## config.mk

```make
export PLATFORM = sky130hd
export DESIGN_NAME = uart_reg_bridge_flat
export DESIGN_NICKNAME = d
export VERILOG_FILES = /design/src/rtl/uart_reg_bridge_if.sv /design/src/rtl/uart_reg_bridge.sv /design/src/flat_wrapper.sv
export SDC_FILE = /design/constraint.sdc
export NUM_CORES = 1
export LEC_CHECK = 0
export CAP_MARGIN = 20
export CORE_UTILIZATION = 50
export CTS_CLUSTER_DIAMETER = 100
export CTS_CLUSTER_SIZE = 8
export DETAILED_ROUTE_END_ITERATION = 6
export PLACE_DENSITY = 0.76
export SLEW_MARGIN = 25
export SYNTH_ARGS = -nofsm -noshare
export SYNTH_HDL_FRONTEND = slang
export SYNTH_SLANG_ARGS = --single-unit
```

## constraint.sdc

```tcl
create_clock -name clk -period 2.7 [get_ports clk]
set_input_delay 0.405 -clock clk [delete_from_list [all_inputs] [get_ports clk]]
set_output_delay 0.405 -clock clk [all_outputs]
set_load 0.02 [all_outputs]
```

## src/rtl/uart_reg_bridge_if.sv

```systemverilog
// Byte and register bus signals between uart_reg_bridge (master) and the
// UART byte ports plus register file it talks to (slave).
interface uart_reg_bridge_if #(
   parameter int AW = 8
) ();
   logic [7:0]    rx_data;
   logic          rx_valid;
   logic [7:0]    tx_data;
   logic          tx_wr;
   logic          tx_busy;
   logic [AW-1:0] reg_addr;
   logic [7:0]    reg_wdata;
   logic          reg_we;
   logic          reg_re;
   logic [7:0]    reg_rdata;
   logic [7:0]    err_count;

   modport master (
      input  rx_data, rx_valid, tx_busy, reg_rdata,
      output tx_data, tx_wr, reg_addr, reg_wdata, reg_we, reg_re, err_count
   );

   modport slave (
      output rx_data, rx_valid, tx_busy, reg_rdata,
      input  tx_data, tx_wr, reg_addr, reg_wdata, reg_we, reg_re, err_count
   );
endinterface

```

## src/rtl/uart_reg_bridge.sv

```systemverilog
// Parses 'W' addr data / 'R' addr command frames from the UART receive side,
// drives the register bus and returns one response byte per command.
module uart_reg_bridge #(
   parameter int TIMEOUT = 100_000,
   parameter int AW      = 8
) (
   input logic               clk,
   input logic               rst,
   uart_reg_bridge_if.master bus
);
   localparam int            TW         = (TIMEOUT > 1) ? $clog2(TIMEOUT) : 1;
   localparam logic [TW-1:0] TIMER_LAST = TW'(TIMEOUT - 1);

   localparam logic [7:0] OP_WRITE = 8'h57;
   localparam logic [7:0] OP_READ  = 8'h52;
   localparam logic [7:0] RSP_ACK  = 8'h4B;
   localparam logic [7:0] RSP_ERR  = 8'h3F;

   localparam logic [3:0] S_IDLE      = 4'd0;
   localparam logic [3:0] S_GET_ADDR  = 4'd1;
   localparam logic [3:0] S_GET_DATA  = 4'd2;
   localparam logic [3:0] S_WRITE     = 4'd3;
   localparam logic [3:0] S_READ      = 4'd4;
   localparam logic [3:0] S_READ_CAP  = 4'd5;
   localparam logic [3:0] S_SEND      = 4'd6;
   localparam logic [3:0] S_SEND_GAP  = 4'd7;
   localparam logic [3:0] S_SEND_WAIT = 4'd8;

   logic [3:0]    state_q, state_d;
   logic          is_write_q, is_write_d;
   logic [TW-1:0] timer_q, timer_d;
   logic          rx_prev_q, rx_prev_d;
   logic [7:0]    tx_data_q, tx_data_d;
   logic          tx_wr_q, tx_wr_d;
   logic [AW-1:0] reg_addr_q, reg_addr_d;
   logic [7:0]    reg_wdata_q, reg_wdata_d;
   logic          reg_we_q, reg_we_d;
   logic          reg_re_q, reg_re_d;
   logic [7:0]    err_count_q, err_count_d;

   logic accept;
   logic bad_opcode;
   logic timed_out;
   logic overrun;
   logic err_event;

   always_comb begin
      accept      = bus.rx_valid && !rx_prev_q;
      rx_prev_d   = bus.rx_valid;
      state_d     = state_q;
      is_write_d  = is_write_q;
      timer_d     = '0;
      tx_data_d   = tx_data_q;
      reg_addr_d  = reg_addr_q;
      reg_wdata_d = reg_wdata_q;
      bad_opcode  = 1'b0;
      timed_out   = 1'b0;
      overrun     = 1'b0;

      case (state_q)
         S_IDLE: begin
            if (accept) begin
               if (bus.rx_data == OP_WRITE || bus.rx_data == OP_READ) begin
                  is_write_d = (bus.rx_data == OP_WRITE);
                  state_d    = S_GET_ADDR;
               end else begin
                  bad_opcode = 1'b1;
                  tx_data_d  = RSP_ERR;
                  state_d    = S_SEND;
               end
            end
         end
         S_GET_ADDR: begin
            if (accept) begin
               reg_addr_d = bus.rx_data[AW-1:0];
               state_d    = is_write_q ? S_GET_DATA : S_READ;
            end else if (timer_q == TIMER_LAST) begin
               timed_out = 1'b1;
               state_d   = S_IDLE;
            end else begin
               timer_d = timer_q + TW'(1);
            end
         end
         S_GET_DATA: begin
            if (accept) begin
               reg_wdata_d = bus.rx_data;
               state_d     = S_WRITE;
            end else if (timer_q == TIMER_LAST) begin
               timed_out = 1'b1;
               state_d   = S_IDLE;
            end else begin
               timer_d = timer_q + TW'(1);
            end
         end
         S_WRITE: begin
            tx_data_d = RSP_ACK;
            state_d   = S_SEND;
         end
         S_READ: begin
            state_d = S_READ_CAP;
         end
         S_READ_CAP: begin
            tx_data_d = bus.reg_rdata;
            state_d   = S_SEND;
         end
         S_SEND: begin
            if (tx_wr_q) state_d = S_SEND_GAP;
         end
         S_SEND_GAP: begin
            state_d = S_SEND_WAIT;
         end
         S_SEND_WAIT: begin
            if (!bus.tx_busy) state_d = S_IDLE;
         end
         default: begin
            state_d = S_IDLE;
         end
      endcase

      // A byte arriving while a command is executing or its response is in
      // flight cannot be buffered, so it is dropped and counted.
      if (accept && (state_q == S_WRITE || state_q == S_READ || state_q == S_READ_CAP ||
                     state_q == S_SEND || state_q == S_SEND_GAP || state_q == S_SEND_WAIT))
         overrun = 1'b1;

      err_event   = bad_opcode || timed_out || overrun;
      err_count_d = (err_event && err_count_q != 8'hFF) ? err_count_q + 8'd1 : err_count_q;

      // Strobes look one cycle ahead so they are flops yet line up with the state.
      reg_we_d = (state_d == S_WRITE);
      reg_re_d = (state_d == S_READ);
      tx_wr_d  = (state_d == S_SEND) && !bus.tx_busy;
   end

   always_ff @(posedge clk) begin
      if (rst) begin
         state_q     <= S_IDLE;
         is_write_q  <= 1'b0;
         timer_q     <= '0;
         rx_prev_q   <= 1'b1;
         tx_data_q   <= 8'h00;
         tx_wr_q     <= 1'b0;
         reg_addr_q  <= '0;
         reg_wdata_q <= 8'h00;
         reg_we_q    <= 1'b0;
         reg_re_q    <= 1'b0;
         err_count_q <= 8'h00;
      end else begin
         state_q     <= state_d;
         is_write_q  <= is_write_d;
         timer_q     <= timer_d;
         rx_prev_q   <= rx_prev_d;
         tx_data_q   <= tx_data_d;
         tx_wr_q     <= tx_wr_d;
         reg_addr_q  <= reg_addr_d;
         reg_wdata_q <= reg_wdata_d;
         reg_we_q    <= reg_we_d;
         reg_re_q    <= reg_re_d;
         err_count_q <= err_count_d;
      end
   end

   assign bus.tx_data   = tx_data_q;
   assign bus.tx_wr     = tx_wr_q;
   assign bus.reg_addr  = reg_addr_q;
   assign bus.reg_wdata = reg_wdata_q;
   assign bus.reg_we    = reg_we_q;
   assign bus.reg_re    = reg_re_q;
   assign bus.err_count = err_count_q;
endmodule
```

## src/flat_wrapper.sv

```systemverilog
// flat-port wrapper written by rule: the top's interface ports become plain ports
module uart_reg_bridge_flat 
#(
   parameter int TIMEOUT = 100_000,
   parameter int AW      = 8
)
  (clk, rst, bus_rx_data, bus_rx_valid, bus_tx_busy, bus_reg_rdata, bus_tx_data, bus_tx_wr, bus_reg_addr, bus_reg_wdata, bus_reg_we, bus_reg_re, bus_err_count);
  uart_reg_bridge_if #(.AW(AW)) bus_i ();
  input logic clk;
  input logic rst;
  input wire logic [$bits(bus_i.rx_data)-1:0] bus_rx_data;
  input wire logic [$bits(bus_i.rx_valid)-1:0] bus_rx_valid;
  input wire logic [$bits(bus_i.tx_busy)-1:0] bus_tx_busy;
  input wire logic [$bits(bus_i.reg_rdata)-1:0] bus_reg_rdata;
  output wire logic [$bits(bus_i.tx_data)-1:0] bus_tx_data;
  output wire logic [$bits(bus_i.tx_wr)-1:0] bus_tx_wr;
  output wire logic [$bits(bus_i.reg_addr)-1:0] bus_reg_addr;
  output wire logic [$bits(bus_i.reg_wdata)-1:0] bus_reg_wdata;
  output wire logic [$bits(bus_i.reg_we)-1:0] bus_reg_we;
  output wire logic [$bits(bus_i.reg_re)-1:0] bus_reg_re;
  output wire logic [$bits(bus_i.err_count)-1:0] bus_err_count;
  assign bus_i.rx_data = bus_rx_data;
  assign bus_i.rx_valid = bus_rx_valid;
  assign bus_i.tx_busy = bus_tx_busy;
  assign bus_i.reg_rdata = bus_reg_rdata;
  assign bus_tx_data = bus_i.tx_data;
  assign bus_tx_wr = bus_i.tx_wr;
  assign bus_reg_addr = bus_i.reg_addr;
  assign bus_reg_wdata = bus_i.reg_wdata;
  assign bus_reg_we = bus_i.reg_we;
  assign bus_reg_re = bus_i.reg_re;
  assign bus_err_count = bus_i.err_count;
  uart_reg_bridge #(.TIMEOUT(TIMEOUT), .AW(AW)) u_core (.clk(clk), .rst(rst), .bus(bus_i));
endmodule
```

Yosys cells after proc, flatten, opt, wreduce, memory -nomap -nowiden
Index checks and enable logic that the tools add are counted.

Mux-type cells: 19. Bitwise logic cells: 1. Eq/ne operators: 17. Reductions and logical operators: 23. Add/sub/neg operators: 2.

Operators by type and width (number): 4-bit case mux with 8 select lines (1); 4-bit by 3-bit == test with 1-bit output (second input constant) (6); 4-bit 2-to-1 mux (6); 8-bit case mux with 3 select lines (1); 17-bit by 1-bit adder with 17-bit output (second input constant) (1); 17-bit == test (second input constant) (1); 8-bit by 7-bit == test with 1-bit output (second input constant) (2); 8-bit 2-to-1 mux (2); 4-bit by 2-bit == test with 1-bit output (second input constant) (3); 8-bit by 1-bit adder with 8-bit output (second input constant) (1); 1-bit logical OR (8); 8-bit != test (second input constant) (1); 1-bit 2-to-1 mux (7); 3-bit 2-to-1 mux (2); 3-bit AND reduction (2); 4-bit by 1-bit == test with 1-bit output (second input constant) (1); 4-bit == test (second input constant) (1); 1-bit logical AND (4); 4-bit logical NOT (1); 2-bit AND reduction (2); 2-bit OR reduction (2); 4-bit OR reduction (1); 3-bit nonzero test (1); 1-bit logical NOT (2); 3 further kinds (3).

Bits in registers: 58. Bits of input ports: 20. Output and inout port bits: 35. Logic and storage cells: 73.

Longest topological paths before layout
Gate-level depths: netlist of run 1.

Depth in word-level cells: 10. Depth in mapped cells: 8.

Worst setup path before layout of run 1
No wires, ideal clock.

Path type: input-to-reg. From: input bus_rx_valid. To: register u_core.err_count_q[4], in the netlist u_core.bus.err_count[4]. Path slack: 0.688 ns. Arrival time: 1.877 ns. Buffers on the path: 1. Stages: 6. Library setup time: 0.135 ns. Path through: or4b_4 a311oi_4 a221oi_2 buf_2 o311ai_0 o41ai_1.

Longest elaborated chain between the ends: 6.

Ends and longest elaborated chain: start: declaration (line flat_wrapper.sv:12) `input wire logic [$bits(bus_i.rx_valid)-1:0] bus_rx_valid;`; 1-bit logical AND (*) (line uart_reg_bridge.sv:48) `accept = bus.rx_valid && !rx_prev_q;`; 1-bit 2-to-1 mux, on equally long branches (line uart_reg_bridge.sv:62, uart_reg_bridge.sv:74); 1-bit 2-to-1 mux, on equally long branches; 1-bit logical OR (line uart_reg_bridge.sv:126) `err_event = bad_opcode || timed_out || overrun;`; 1-bit logical OR (*) (line uart_reg_bridge.sv:126); 1-bit logical AND (*) (line uart_reg_bridge.sv:127) `err_count_d = (err_event && err_count_q != 8'hFF) ? err_count_q + 8'd1 : err_count_q;`; end signal: assignment (line uart_reg_bridge.sv:159) `err_count_q <= err_count_d;`; end: declaration (line uart_reg_bridge.sv:39) `logic [7:0] err_count_q, err_count_d;`.

Mark *: on every way between the ends. The rest lies on a longest branch, timed or not. A chain may end at the register's enable or synchronous reset.

Worst setup path after layout of run 1
From: input bus_rx_valid. To: register u_core.tx_wr_q, in the netlist u_core.bus.tx_wr.

Longest elaborated chain between the ends: 5.

Ends and longest elaborated chain: 1-bit logical AND (*) (line uart_reg_bridge.sv:48); 4-bit 2-to-1 mux, on equally long branches (line uart_reg_bridge.sv:85, uart_reg_bridge.sv:74, uart_reg_bridge.sv:62); 4-bit case mux with 8 select lines (*) (line uart_reg_bridge.sv:60) `case (state_q)`; 4-bit by 3-bit == test with 1-bit output (*) (line uart_reg_bridge.sv:132) `tx_wr_d = (state_d == S_SEND) && !bus.tx_busy;`; 1-bit logical AND (*) (line uart_reg_bridge.sv:132); end signal: assignment (line uart_reg_bridge.sv:154) `tx_wr_q <= tx_wr_d;`; end: declaration (line uart_reg_bridge.sv:34) `logic tx_wr_q, tx_wr_d;`.

Marked as above.

==> out/summary.txt, run 1 <==
first-pass GRT wire length -> 9560 um
pwr dens -> 551 nW/um^2
Max VDD drop -> 0.356 mV
Routed WL -> 5660 um
total I/O pin count -> 55
critical path class -> primary input to register
routed vias/inst -> 5.57
remaining global-route overflow -> 0
Worst Path Arrival -> 2.54 ns
final core occ -> 69.7%
Remaining DRCs -> 0
P_leak -> 1.18 nW
Hold EP -> u_core.bus.reg_addr[1]
final hold vios -> 0
Rows -> 25
CTS HTree Levels -> 3
min-delay src -> u_core.bus.reg_addr[1]
crit path max fanout -> 6
post-synthesis async set-or-reset flop share -> 0%
status -> finished, final reports clean
DRT antenna net count -> 0
synth warn -> 0
TritonRoute pass-1 iters -> 4
fin. max-slew vios -> 0
Post-Synthesis Cell Area -> 2560 um^2
endpoint type of the worst setup path -> register
Cell variety after synth -> 49
Synth Net Count -> 313
Tightest Pin Transition -> 0.715 ns
vias post-DR -> 2328
fmax -> 431 MHz
Post-Syn Instances -> 291
DR WL/cell -> 13.5 um
slowest stage delay, CP -> 0.53 ns
Clock Sinks -> 58
Die W -> 73.6 um
Setup TNS Final -> 0 ns
multi-input logic area -> 1320 um^2
WHS Path Cells -> 2
RSZ-0062 raised after global routing -> false
Layout Nets -> 368
fin crit share -> 85.9%
CP Launch Type -> primary input
CTS tree -> done
critical-path cell list -> clkdlybuf4s50_1 -> or4b_4 -> a311oi_4 -> buf_4 -> or2_1 -> o31ai_1 -> nor4b_1
CP bufs+invs -> 2
die height -> 73.6 um
Final Setup Violations -> 0
initial antenna violation count -> 0
Worst Hold Class -> register to register
post-layout min period -> 2.32 ns
#FFs+latches synth -> 58
port bufs -> 54
FF/Latch Area -> 1160 um^2
clock skew -> 0.00632 ns
Initial Util -> 53.2%
largest net degree at the start of global routing -> 36
Crit path max-delay family -> simple AND/OR/NAND/NOR gates
vias in the first global route -> 2167
Core Area -> 4820 um^2
reg2reg end -> u_core.bus.err_count[5]
# diodes -> 0
sequential area share after synthesis -> 45.3%
flop2flop setup slack -> 0.40 ns
TritonCTS buffer count -> 9
Overall Global Routing Usage -> 23.4%
CTS Buffer Depth -> 2
clk slew on worst S/H paths -> 0.07 ns
post-CTS setup buffer count -> 0
1st-iter DRT viols -> 117
Post-synth EDFFs -> 0
share of layout cells above drive strength 1 -> 9.69%
reg2reg path depth -> 6
Worst path slowest cell -> clkdlybuf4s50_1
clock latency on the worst-skew pair -> 0.34 ns
Slew headroom -> 52.3%
main flop type after synthesis -> dfxtp_1
max cap viols -> 0
Req. time, crit path -> 2.92 ns
r2r startpoint -> u_core.timer_q[0]
cts hold-fix bufs -> 0
CTS resizes -> 0
Placer Congestion -> 0.842
Synth-to-Final Area Change -> 31.1%
Die ar. -> 5410 um^2
clk root buf -> clkbuf_8
Fillers -> 417
Post-Synthesis Mean Instance Area -> 8.80 um^2
hpwl dp -> 3980 um
==> cell type report <==
class	count	area share (%)
Multi-Input combinational cell	212	39.3
Sequential cell	58	34.6
Timing Repair Buffer	60	17.4
Clock buffer	12	4.92
Tap cell	67	2.50
Clock inverter	4	0.745
Inverter	5	0.559
==> worst min-delay path, delay by kind of cell, from the launching register on <==
family	cells	cell delay [ns]
DFF	1	0.31
and+or+nand+nor	1	0.05
AOI/OAI and AO/OA	1	0.05
==> state kept, by name (all words and copies together) (netlist names) <==
| signal | flops |
|---|---|
| u_core.bus.tx_data | 8 |
| u_core.state_q | 4 |
| u_core.is_write_q | 1 |
| u_core.bus.reg_addr | 8 |
| u_core.bus.reg_wdata | 8 |
| u_core.bus.reg_we | 1 |
| u_core.bus.reg_re | 1 |
| u_core.bus.tx_wr | 1 |
| u_core.timer_q | 17 |
| u_core.bus.err_count | 8 |
| u_core.rx_prev_q | 1 |
==> cells by family after synthesis <==
logic type / after synthesis / synth area share (%)
AND/OR/NAND/NOR: 132 / 27.4
flip-flops: 58 / 45.3
AO/OA/AOI/OAI: 57 / 15.5
buffers and inverters: 21 / 3.18
XOR/XNOR: 13 / 4.45
multiplexers: 8 / 3.13
adder cells (fa/ha/maj): 2 / 0.977
==> synth_stat cells (all sizes together), types with 3 or more instances <==
cell type   n  share of area [%]
dfxtp      58                 45
buf         3               0.54
a311oi      3                1.7
mux2i       8                3.1
o21ai       8                1.6
nor2       37                5.4
xor2       10                3.4
a21oi      24                4.7
nor4b       4                1.6
nand2      24                3.5
clkbuf     13                1.9
nor3        7                1.4
xnor2       3                1.0
nand4       6                1.5
inv         5               0.73
nand3      15                2.9
o221a       3                1.3
a211oi      5                1.5
and4        4                1.4
or2         4               0.98
or3         7                1.7
nor2b       6                1.5
nand2b      6                1.5
==> power by group <==
part / internal [mW] / switching, mW / leakage [nW]
logic: 0.101 / 0.111 / 0.618
registers: 0.876 / 0.0219 / 0.469
clock network: 0.404 / 0.335 / 0.0944
total: 1.38 / 0.468 / 1.18
==> through the flow <==
| stage | cell area [um^2] | setup slack (ns) | hold slack [ns] | cells | power (mW) |
|---|---|---|---|---|---|
| 2_1_floorplan | 2560 | 0.688 | 0.430 | 291 | 1.04 |
| 3_3_place_gp | 3170 | 0.138 | 0.441 | 402 | 1.13 |
| 3_5_place_dp | 3170 | 0.0444 | 0.448 | 402 | 1.13 |
| 4_1_cts | 3360 | 0.396 | 0.457 | 418 | 1.87 |
| 5_1_grt | 3360 | 0.205 | 0.474 | 418 | 1.93 |
| 6_report | 3360 | 0.380 | 0.457 | 418 | 1.85 |
==> routing by layer <==
layer | track usage, % | vias to the layer above | routed length [um]
met5 | 0 | - | 0
met4 | 11.5 | 0 | 129
met3 | 8.09 | 16 | 367
met2 | 36.1 | 72 | 2510
met1 | 28.9 | 1077 | 2650
li1 | - | 1163 | -
==> how the worst max path moves through the flow <==
| stage | from | end | slack [ns] | cells past startpoint |
|---|---|---|---|---|
| final | bus_rx_valid | u_core.bus.tx_wr | 0.38 | 7 |
| after global routing | bus_rx_valid | u_core.bus.tx_wr | 0.20 | 7 |
| after CTS | bus_rx_valid | u_core.bus.tx_wr | 0.40 | 7 |
| after detailed placement | bus_rx_valid | u_core.bus.tx_wr | 0.04 | 7 |
| after global placement | bus_rx_valid | u_core.bus.err_count[3] | 0.14 | 6 |
| after floorplan | bus_rx_valid | u_core.bus.err_count[4] | 0.69 | 6 |
==> placed cells by master, fill, tap and decap left out, drive strengths merged, types with 6 or more instances in the layout <==
cell           synthesis  final
a21oi                 24     24
buf                    3      6
clkbuf                13     12
clkdlybuf4s50          0     54
dfxtp                 58     58
mux2i                  8      8
nand2                 24     24
nand2b                 6      6
nand3                 15     15
nand4                  6      6
nor2                  37     37
nor2b                  6      6
nor3                   7      7
o21ai                  8      8
or3                    7      7
xor2                  10     10
(Power assumes the default switching activity.)
==> run 2: changes to the inputs <==
--- a/config.mk
+++ b/config.mk
@@ -6,6 +6,7 @@
 export NUM_CORES = 1
 export LEC_CHECK = 0
 export CAP_MARGIN = 20
+export CORE_MARGIN = 10
 export CORE_UTILIZATION = 50
 export CTS_CLUSTER_DIAMETER = 100
 export CTS_CLUSTER_SIZE = 8
==> run 2 against run 1 <==
Compared with the run above:
- global-route usage shrank 7.5 points
- critical endpoint is now u_core.bus.err_count[5]
- die area grew 55%
- critical path depth shrank 1
- maximum frequency shrank 2.0%
- highest routed layer unchanged
- critical path type is now register to register
==> out/summary.txt, run 2 (synthesized netlist as in run 1, its figures left out) <==
status -> finished, final reports clean
first-pass GRT wire length -> 11000 um (+15%)
Fillers -> 391 (-6.2%)
Die W -> 91.6 um (+24%)
total I/O pin count -> 55 (unchanged)
hpwl dp -> 4750 um (+19%)
TritonRoute pass-1 iters -> 4 (unchanged)
CTS tree -> done
clock skew -> 0.00962 ns (+0.00330 ns)
most frequent cells in the layout -> dfxtp_1, clkdlybuf4s50_1, nor2_1
die height -> 91.6 um (+24%)
max cap viols -> 0 (unchanged)
Routed WL -> 6580 um (+16%)
CTS Buffer Depth -> 2 (unchanged)
Worst Path Arrival -> 2.61 ns (+0.07 ns)
Design Power -> 1.93 mW (+4.2%)
largest net degree at the start of global routing -> 36 (unchanged)
Initial Util -> 52.8% (-0.34 points)
dpl cells -> 404 (+0.50%)
fin. max-slew vios -> 0 (unchanged)
Layout Nets -> 370 (+0.54%)
1st-iter DRT viols -> 105 (-10%)
Die ar. -> 8390 um^2 (+55%)
clock latency on the worst-skew pair -> 0.34 ns (about the same)
P_leak -> 1.19 nW (+0.91%)
cts hold-fix bufs -> 0 (unchanged)
vias in the first global route -> 2278 (+5.1%)
commonest non-fill, non-tap cell in the layout -> dfxtp_1
TritonCTS buffer count -> 9 (unchanged)
initial antenna violation count -> 0 (unchanged)
critical path class -> register to register
pre-CTS setup slack -> 0.0896 ns (+0.0452 ns)
post-CTS setup buffer count -> 0 (unchanged)
Max VDD drop -> 0.353 mV (-1.0%)
Slew headroom -> 51.6% (-0.75 points)
fin crit share -> 87.7% (+1.7 points)
Final Setup Violations -> 0 (unchanged)
Tightest Pin Transition -> 0.726 ns (+0.0113 ns)
Rows -> 25 (unchanged)
port bufs -> 54 (unchanged)
fmax -> 423 MHz (-2.0%)
post-layout min period -> 2.37 ns (+0.0467 ns)
Most flops, register -> u_core.timer_q
Worst Hold Class -> register to register
final worst-path setup slack -> 0.333 ns (-0.0467 ns)
FF/Latch Area -> 1160 um^2 (unchanged)
vias post-DR -> 2330 (+0.086%)
DRT antenna net count -> 0 (unchanged)
clk slew on worst S/H paths -> 0.07 ns (about the same)
routed vias/inst -> 5.55 (-0.39%)
pwr dens -> 569 nW/um^2 (+3.3%)
multi-input logic area -> 1320 um^2 (unchanged)
Placer Congestion -> 0.845 (+0.25%)
Non-Filler Instances -> 420 (+0.48%)
remaining global-route overflow -> 0 (unchanged)
share of layout cells above drive strength 1 -> 10.2% (+0.51 points)
DR WL/cell -> 15.7 um (+16%)
# diodes -> 0 (unchanged)
Overall Global Routing Usage -> 15.8% (-7.5 points)
CTS resizes -> 0 (unchanged)
Synth-to-Final Area Change -> 32.2%
clk root buf -> clkbuf_8
RSZ-0062 raised after global routing -> false
endpoint type of the worst setup path -> register
Remaining DRCs -> 0 (unchanged)
Clock Sinks -> 58 (unchanged)
crit path max fanout -> 11 (+5)
Core Area -> 4850 um^2 (+0.65%)
CP Launch Type -> register
Setup TNS Final -> 0 ns (unchanged)
final hold vios -> 0 (unchanged)
CTS HTree Levels -> 3 (unchanged)
Req. time, crit path -> 2.94 ns (+0.02 ns)
max FFs per register -> 17 (unchanged)
run 2: cell types whose count changed in the layout (fill, tap and decap cells not counted), sizes merged:
cell,before,now
clkinvlp,2,3
clkbuf,12,10
buf,6,8
bufinv,0,1
run 2: per-layer routing:
metal  share of wire, %  vias up  track usage, %
li1                   -     1164               -
met1                 44     1083            18.1
met2                 48       72            25.5
met3                6.8       11            6.01
met4                1.4        0            7.05
met5                  0        -               0
run 2: final cells by class:
class,count,area share (%)
well taps,67,2.48
clock inverters,6,1.96
repair buffers,62,17.7
flip-flops and latches,58,34.3
clock buffers,10,4.06
multi-input cells,212,38.9
inverters,5,0.554
run 2: power by group:
group          total (mW)  switching, mW  internal (mW)
Sequential          0.899         0.0229          0.876
Combinational       0.219          0.115          0.104
Clock               0.810          0.360          0.450
run 2: path summary, 6_finish.rpt:
| check | endpoint | from | cells after the start | slack [ns] |
|---|---|---|---|---|
| min | u_core.bus.reg_addr[5] | u_core.bus.reg_addr[5] | 2 | 0.46 |
| max reg2reg | u_core.bus.err_count[5] | u_core.timer_q[0] | 6 | 0.33 |
| min reg2reg | u_core.bus.reg_addr[5] | u_core.bus.reg_addr[5] | 2 | 0.46 |
| max | u_core.bus.err_count[5] | u_core.timer_q[0] | 6 | 0.33 |
run 2: per-stage QoR:
stage,utilization [%],instance area [um^2],hold WS [ns]
6_report,69.9,3390,0.456
5_1_grt,69.9,3390,0.487
4_1_cts,69.9,3390,0.460
3_5_place_dp,65.7,3180,0.450
3_3_place_gp,65.7,3180,0.443
2_1_floorplan,-,2560,0.430
run 2: worst max-delay path, stage by stage (launching register included):
cell	delay [ns]
dfxtp_1	0.34
ha_1	0.25
and4_1	0.24
and4_1	0.28
a221oi_2	0.67
nor2_1	0.16
a311oi_1	0.32
